**src/rtl/mem_arbiter_if.sv**
```systemverilog
// mem_arbiter_if: fetch port, load/store port and shared-memory bus of mem_arbiter
// signals: req0/addr0/ack0/rdata0 (fetch), req1/we1/addr1/wdata1/ack1/rdata1 (load/store),
//          mem_en/mem_we/mem_addr/mem_wdata/mem_rdata (shared memory), busy (arbiter not idle)
// modports: slave = arbiter side, master = requesters plus memory side
interface mem_arbiter_if #(
   parameter int AW = 8
);
   logic          req0;
   logic [AW-1:0] addr0;
   logic          ack0;
   logic [31:0]   rdata0;
   logic          req1;
   logic          we1;
   logic [AW-1:0] addr1;
   logic [31:0]   wdata1;
   logic          ack1;
   logic [31:0]   rdata1;
   logic          mem_en;
   logic          mem_we;
   logic [AW-1:0] mem_addr;
   logic [31:0]   mem_wdata;
   logic [31:0]   mem_rdata;
   logic          busy;
   modport slave (
      input  req0, addr0, req1, we1, addr1, wdata1, mem_rdata,
      output ack0, rdata0, ack1, rdata1, mem_en, mem_we, mem_addr, mem_wdata, busy
   );
   modport master (
      output req0, addr0, req1, we1, addr1, wdata1, mem_rdata,
      input  ack0, rdata0, ack1, rdata1, mem_en, mem_we, mem_addr, mem_wdata, busy
   );
endinterface

```
**src/rtl/mem_arbiter.sv**
```systemverilog
// mem_arbiter: shares one memory between a read-only fetch port (0) and a load/store port (1)
// ports: clk, rst (synchronous, active-high), bus (mem_arbiter_if.slave)
// params: MEM_LAT memory read latency 1..7, AW address width
// ARB_FIXED_PRIO_EN: when defined port 1 wins every contention; otherwise round-robin
module mem_arbiter #(
   parameter int MEM_LAT = 1,
   parameter int AW      = 8
) (
   input logic          clk,
   input logic          rst,
   mem_arbiter_if.slave bus
);
   typedef enum logic [1:0] {IDLE, ISSUE, WAIT, DONE} state_t;
   state_t        state_q, state_d;
   logic [2:0]    cnt_q, cnt_d;
   logic          win_q, win_d, last_q, last_d, g1;
   logic [AW-1:0] addr_q, addr_d;
   logic          we_q, we_d, en_q, en_d, ack0_q, ack0_d, ack1_q, ack1_d, busy_q, busy_d;
   logic [31:0]   wdata_q, wdata_d, rdata0_q, rdata0_d, rdata1_q, rdata1_d;
   // last_q is the port granted last; port 1 wins contention only if port 0 was granted last
`ifdef ARB_FIXED_PRIO_EN
   assign g1 = bus.req1;
`else
   assign g1 = bus.req1 && (!bus.req0 || !last_q);
`endif
   always_comb begin
      state_d  = state_q;
      cnt_d    = cnt_q;
      win_d    = win_q;
      last_d   = last_q;
      addr_d   = addr_q;
      we_d     = we_q;
      wdata_d  = wdata_q;
      rdata0_d = rdata0_q;
      rdata1_d = rdata1_q;
      case (state_q)
         IDLE: if (bus.req0 || bus.req1) begin
            win_d   = g1;
            last_d  = g1;
            addr_d  = g1 ? bus.addr1 : bus.addr0;
            we_d    = g1 && bus.we1;
            wdata_d = g1 ? bus.wdata1 : wdata_q;
            state_d = ISSUE;
         end
         ISSUE: begin
            cnt_d   = 3'(MEM_LAT);
            state_d = WAIT;
         end
         WAIT: begin
            cnt_d = cnt_q - 3'd1;
            if (cnt_q == 3'd1) begin
               state_d = DONE;
               if (!we_q && win_q) rdata1_d = bus.mem_rdata;
               if (!we_q && !win_q) rdata0_d = bus.mem_rdata;
            end
         end
         default: state_d = IDLE;
      endcase
      // strobes are decoded from the next state so they come straight out of flops
      en_d   = state_d == ISSUE;
      ack0_d = state_d == DONE && !win_d;
      ack1_d = state_d == DONE && win_d;
      busy_d = state_d != IDLE;
   end
   always_ff @(posedge clk) begin
      if (rst) begin
         state_q  <= IDLE;
         cnt_q    <= '0;
         win_q    <= 1'b0;
         last_q   <= 1'b1;
         addr_q   <= '0;
         we_q     <= 1'b0;
         wdata_q  <= '0;
         rdata0_q <= '0;
         rdata1_q <= '0;
         en_q     <= 1'b0;
         ack0_q   <= 1'b0;
         ack1_q   <= 1'b0;
         busy_q   <= 1'b0;
      end else begin
         state_q  <= state_d;
         cnt_q    <= cnt_d;
         win_q    <= win_d;
         last_q   <= last_d;
         addr_q   <= addr_d;
         we_q     <= we_d;
         wdata_q  <= wdata_d;
         rdata0_q <= rdata0_d;
         rdata1_q <= rdata1_d;
         en_q     <= en_d;
         ack0_q   <= ack0_d;
         ack1_q   <= ack1_d;
         busy_q   <= busy_d;
      end
   end
   assign bus.mem_en    = en_q;
   assign bus.mem_we    = we_q;
   assign bus.mem_addr  = addr_q;
   assign bus.mem_wdata = wdata_q;
   assign bus.ack0      = ack0_q;
   assign bus.ack1      = ack1_q;
   assign bus.rdata0    = rdata0_q;
   assign bus.rdata1    = rdata1_q;
   assign bus.busy      = busy_q;
endmodule

```
**src/flat_wrapper.sv**
```systemverilog
// flat-port wrapper written by rule: the top's interface ports become plain ports
module mem_arbiter_flat 
#(
   parameter int MEM_LAT = 1,
   parameter int AW      = 8
)
  (clk, rst, bus_req0, bus_addr0, bus_req1, bus_we1, bus_addr1, bus_wdata1, bus_mem_rdata, bus_ack0, bus_rdata0, bus_ack1, bus_rdata1, bus_mem_en, bus_mem_we, bus_mem_addr, bus_mem_wdata, bus_busy);
  mem_arbiter_if #(.AW(AW)) bus_i ();
  input logic clk;
  input logic rst;
  input wire logic [$bits(bus_i.req0)-1:0] bus_req0;
  input wire logic [$bits(bus_i.addr0)-1:0] bus_addr0;
  input wire logic [$bits(bus_i.req1)-1:0] bus_req1;
  input wire logic [$bits(bus_i.we1)-1:0] bus_we1;
  input wire logic [$bits(bus_i.addr1)-1:0] bus_addr1;
  input wire logic [$bits(bus_i.wdata1)-1:0] bus_wdata1;
  input wire logic [$bits(bus_i.mem_rdata)-1:0] bus_mem_rdata;
  output wire logic [$bits(bus_i.ack0)-1:0] bus_ack0;
  output wire logic [$bits(bus_i.rdata0)-1:0] bus_rdata0;
  output wire logic [$bits(bus_i.ack1)-1:0] bus_ack1;
  output wire logic [$bits(bus_i.rdata1)-1:0] bus_rdata1;
  output wire logic [$bits(bus_i.mem_en)-1:0] bus_mem_en;
  output wire logic [$bits(bus_i.mem_we)-1:0] bus_mem_we;
  output wire logic [$bits(bus_i.mem_addr)-1:0] bus_mem_addr;
  output wire logic [$bits(bus_i.mem_wdata)-1:0] bus_mem_wdata;
  output wire logic [$bits(bus_i.busy)-1:0] bus_busy;
  assign bus_i.req0 = bus_req0;
  assign bus_i.addr0 = bus_addr0;
  assign bus_i.req1 = bus_req1;
  assign bus_i.we1 = bus_we1;
  assign bus_i.addr1 = bus_addr1;
  assign bus_i.wdata1 = bus_wdata1;
  assign bus_i.mem_rdata = bus_mem_rdata;
  assign bus_ack0 = bus_i.ack0;
  assign bus_rdata0 = bus_i.rdata0;
  assign bus_ack1 = bus_i.ack1;
  assign bus_rdata1 = bus_i.rdata1;
  assign bus_mem_en = bus_i.mem_en;
  assign bus_mem_we = bus_i.mem_we;
  assign bus_mem_addr = bus_i.mem_addr;
  assign bus_mem_wdata = bus_i.mem_wdata;
  assign bus_busy = bus_i.busy;
  mem_arbiter #(.MEM_LAT(MEM_LAT), .AW(AW)) u_core (.clk(clk), .rst(rst), .bus(bus_i));
endmodule
```
**config.mk**
```make
export PLATFORM = sky130hd
export DESIGN_NAME = mem_arbiter_flat
export DESIGN_NICKNAME = d
export VERILOG_FILES = /design/src/rtl/mem_arbiter_if.sv /design/src/rtl/mem_arbiter.sv /design/src/flat_wrapper.sv
export SDC_FILE = /design/constraint.sdc
export NUM_CORES = 1
export LEC_CHECK = 0
export ABC_AREA = 1
export BUFFER_PORTS_ARGS = -buffer_cell sky130_fd_sc_hd__buf_2
export CORE_MARGIN = 4
export CORE_UTILIZATION = 45
export DETAILED_ROUTE_END_ITERATION = 10
export PLACE_DENSITY = 0.86
export SYNTH_ARGS = -nofsm -noshare
export SYNTH_HDL_FRONTEND = slang
export SYNTH_SLANG_ARGS = --single-unit
```
**constraint.sdc**
```tcl
create_clock -name clk -period 3.4 [get_ports clk]
set_input_delay 0.17 -clock clk [delete_from_list [all_inputs] [get_ports clk]]
set_output_delay 0.17 -clock clk [all_outputs]
set_load 0.05 [all_outputs]
```
# == Word level (Yosys, flattened, before mapping) ==
# Cells that the tools add are included.
# op_classes
n_addsub,1
n_reduce_logical,20
muxes,7
eq_ne,5
# ops
op,count
$reduce_and A3 Y1,3
$mux W8,1
$logic_and A1 B1 Y1,6
$pmux W2 S3,1
$pmux W3 S2,1
$logic_not A1 Y1,5
$eq A2 B1 Y1 const B,2
$eq A2 B2 Y1 const B,2
$mux W2,2
$reduce_bool A2 Y1,2
$eq A3 B1 Y1 const B,1
$sub A3 B1 Y3 const B,1
$logic_not A2 Y1,1
$logic_or A1 B1 Y1,2
$mux W1,2
$reduce_and A2 Y1,1
# word_totals
elab_cells,46
reg_bits,116

# == Depth between registers and ports, before layout ==
# logic_depth
depth_word,7
ltp_mapped,8

# == Least setup slack after synthesis ==
# OpenSTA, ideal clock, no wires.
# synth_path
kind,register -> register
start,register u_core.we_q (netlist: u_core.bus.mem_we)
end,register u_core.rdata0_q[10] (netlist: u_core.bus.rdata0[10])
required_time_ns,3.335
path_slack_ns,1.972
t_arrival_ns,1.363
stages_incl_launch_ff,8
path_buffers,1
path_cell_list,dfxtp_1 -> inv_1 -> nand2_2 -> inv_1 -> buf_2 -> nand3b_1 -> nand2_1 -> nor2_1
# synth_between
elab_chain_cells,3
# synth_lines
item,line,source
"start, declared",mem_arbiter.sv:18,"logic we_q, we_d, en_q, en_d, ack0_q, ack0_d, ack1_q, ack1_d, busy_q, busy_d;"
"start signal, assigned",mem_arbiter.sv:86,we_q <= we_d;
$logic_not A1 Y1,mem_arbiter.sv:54,if (!we_q && !win_q) rdata0_d = bus.mem_rdata;
$logic_and A1 B1 Y1,mem_arbiter.sv:54,
$reduce_and A3 Y1 (no source line),n/a,
"end signal, assigned",mem_arbiter.sv:88,rdata0_q <= rdata0_d;
"end, declared",mem_arbiter.sv:19,"logic [31:0] wdata_q, wdata_d, rdata0_q, rdata0_d, rdata1_q, rdata1_d;"
# Every way passes these cells.
# A chain may end at the register's enable or synchronous reset.

# == Final worst setup path ==
# layout_path
start,register u_core.state_q[0]
end,register u_core.rdata0_q[24] (netlist: u_core.bus.rdata0[24])
# layout_between
elab_chain_cells,2
# layout_lines
item,line,source
"start, declared",mem_arbiter.sv:14,"state_t state_q, state_d;"
"start signal, assigned",mem_arbiter.sv:81,state_q <= state_d;
$eq A2 B2 Y1,mem_arbiter.sv:36,case (state_q)
$reduce_and A3 Y1 (no source line),n/a,
# Every way passes these cells.

==> impl_metrics.toml <==
[die]
initial_core_util_pct = 45.8
die_w_um = 108
rows = 36
fp.dieH_um = 108
ios = 194
coreArea_um2 = 9730
die_area_um2 = 11600

[worst_setup_path]
critPathCaptureType = "flip-flop"
crit_required_ps = 3830
r2r_slack_ps = 920
critical_path.endpoint = "u_core.bus.rdata0[24]$_SDFFE_PP0P_"
reg2regPathDepth = 7
timing.rr.start = "u_core.state_q[0]$_SDFF_PP0_"
crit_type = "flip-flop to flip-flop"
critPathLaunch = "u_core.state_q[0]$_SDFF_PP0_"
worstReg2RegEnd = "u_core.bus.rdata0[24]$_SDFFE_PP0P_"
setup.worst_path.start_class = "flip-flop"
cp_max_fo = 35
cp_data_arrival_time_ps = 2910

[place]
hpwlAfterDp_mm = 8.42
gp_congestion = 0.800
dp_slack_ps = 1000
io_buffers = 193

[timing]
setup_tns_ps = 0
hold_viol = 0
slew_headroom_pct = 29.2
finalSetupViolCount = 0
worst_pin_slew_ps = 1060
rsz0062_at_grt = "no"
layout_setup_ws_ps = 918
fin_crit_ps = 2480
fin_skew_ps = 12.4
fin_crit_sh_pct = 73.0
drv_slew = 0
fmax_mhz = 403

[pwr]
power_density_nw_per_um2 = 806
power.internal_uw = 3300
switchingPower_uw = 2250
p_sw_share_pct = 40.5
leakage_uw = 0.00340
seq_power_share_pct = 31.3
clockPowerShare_pct = 32.6
ir_drop_v = 0.000555
combPwrFrac_pct = 36.0

[cts]
clockBufferDepth = 2
cts_root_buf = "clkbuf_8"
clk_pin_slew_ps = 60
clkLatencyLatePin_ps = 500
post_cts_buffers = 0
cts.sinks = 116
cts_tree = "yes"
htreeDepth = 4
cts_buffers = 17

[detailed_routing]
firstDrtPassIters = 5
vias = 4959
wirelength_mm = 14.8
wl_per_cell_um = 15.0
drc = 0
ant_nets = 0
drt_iter0_drc = 233
vias_per_cell = 5.04

[synthesis]
ys_seq_area_share_pct = 52.1
synthCells = 576
synth_top_area_share_pct = 52.1
yosys.area.top_type = "dfxtp_1"
yosys-top-cells-area = "dfxtp_1 (52%), nor2_1 (15%), o21ai_0 (6.1%)"
yosys_warnings = 0
yosysUniqueCellTypes = 25
ys_ff_latch = 116
syn-cell-area_um2 = 4460
syn_avg_cell_area_um2 = 7.74
synthesis.nets = 666

[layout]
final_nets = 928
syn_to_final_growth_pct = 54.4
layout-drive-gt1-share_pct = 28.2
final_cell_mix = "buf_2 (193), nor2_1 (174), dfxtp_1 (116), dlygate4sd3_1 (82), nand2_1 (64)"
layout_commonest_cell = "buf_2"

[grt]
grt_pass1_vias = 4879
gr-total-overflow = 0
grtUsageTotal_pct = 25.6
grt_pass1_wl_mm = 23.4
grt_max_degree = 57
antenna_found_initial = 1

[status]
outcome = "finished clean"

[worst_hold_path]
hold_class = "primary input to flip-flop"
holdPathStages = 4

[flow_run]
maxCapViolCount = 0
[cell type report]
type / count / area (um2)
fill: 741 / 2850
multi-input combinational: 408 / 1890
tap: 133 / 166
inverter: 15 / 56.3
timing repair buffer: 280 / 1840
sequential: 116 / 2320
clock buffer: 18 / 418
antenna: 1 / 2.50
clock inverter: 13 / 185
[flip-flops by register name (all words and copies together) (netlist names)]
signal                cells
u_core.bus.mem_wdata     32
u_core.bus.rdata0        32
u_core.bus.rdata1        32
u_core.bus.mem_addr       8
u_core.cnt_q              3
u_core.state_q            2
u_core.bus.ack0           1
u_core.bus.ack1           1
u_core.bus.busy           1
u_core.bus.mem_en         1
u_core.bus.mem_we         1
u_core.last_q             1
u_core.win_q              1
[repair_timing]
item,CTS,global route
gates resized for setup,0,0
endpoints found under the hold margin,88,0
endpoints found under the setup margin,0,0
hold buffers,82,0
[routing by layer]
layer	vias up	global-route usage, %	part of all wire (%)
met2	289	42.5	47
li1	2386	-	-
met5	-	0	0
met1	2231	29.4	39
met4	0	11.3	2.9
met3	53	9.30	10
[synth_stat cells (all sizes together)]
master,n
buf,21
nand2,67
nand3,6
a211oi,1
o31ai,1
dfxtp,116
ha,5
a21oi,9
a31oi,1
nor2,178
clkbuf,16
o21ai,75
inv,15
nand3b,32
nor3,33
[worst max-delay path, stage by stage (launching register included)]
cell      delay (ps)
dfxtp_1          340
inv_1             90
ha_1             260
nand2_2          550
inv_1            640
nand3b_1         280
nand2_1           90
nor2_1           160
[logic make-up (layout without fill, tap and decap cells)]
logic type / after synthesis / after routing / share of synthesized area [%]
DFF: 116 / 116 / 52.1
buffers and inverters: 52 / 326 / 5.47
adders and majority gates: 5 / 5 / 1.40
AOI/OAI and AO/OA: 87 / 87 / 9.91
other: 0 / 1 / 0
and+or+nand+nor: 316 / 316 / 31.1
[power groups by stage]
stage	logic, uW	registers, uW	clock network (uW)
final	2000	1740	1810
after global routing	2140	1760	1910
after CTS	1960	1720	1840
after detailed placement	1840	1740	0
after global placement	1810	1750	0
after floorplan	698	2480	0
[stage by stage]
| step | hold WS, ps | total power, uW | util (%) | std cells | cell area [um2] |
|---|---|---|---|---|---|
| floorplan | 239 | 3180 | - | 576 | 4460 |
| global placement | 392 | 3560 | 56.1 | 870 | 5450 |
| detailed placement | 399 | 3580 | 56.1 | 870 | 5450 |
| CTS | 115 | 5530 | 70.7 | 983 | 6880 |
| global route | 162 | 5810 | 70.7 | 984 | 6880 |
| finish | 147 | 5540 | 70.7 | 984 | 6880 |
[how the worst min path moves through the flow]
stage,endpoint,slack (ps),from
final,u_core.last_q$_SDFFE_PP1P_,150,bus_req0
after global routing,u_core.last_q$_SDFFE_PP1P_,160,bus_req0
after CTS,u_core.last_q$_SDFFE_PP1P_,120,bus_req0
after detailed placement,u_core.bus.mem_wdata[3]$_SDFFE_PP0P_,400,bus_wdata1[3]
after global placement,u_core.bus.mem_wdata[0]$_SDFFE_PP0P_,390,bus_wdata1[0]
after floorplan,u_core.bus.mem_we$_SDFFE_PP0P_,240,rst
(Power assumes the default switching activity.)
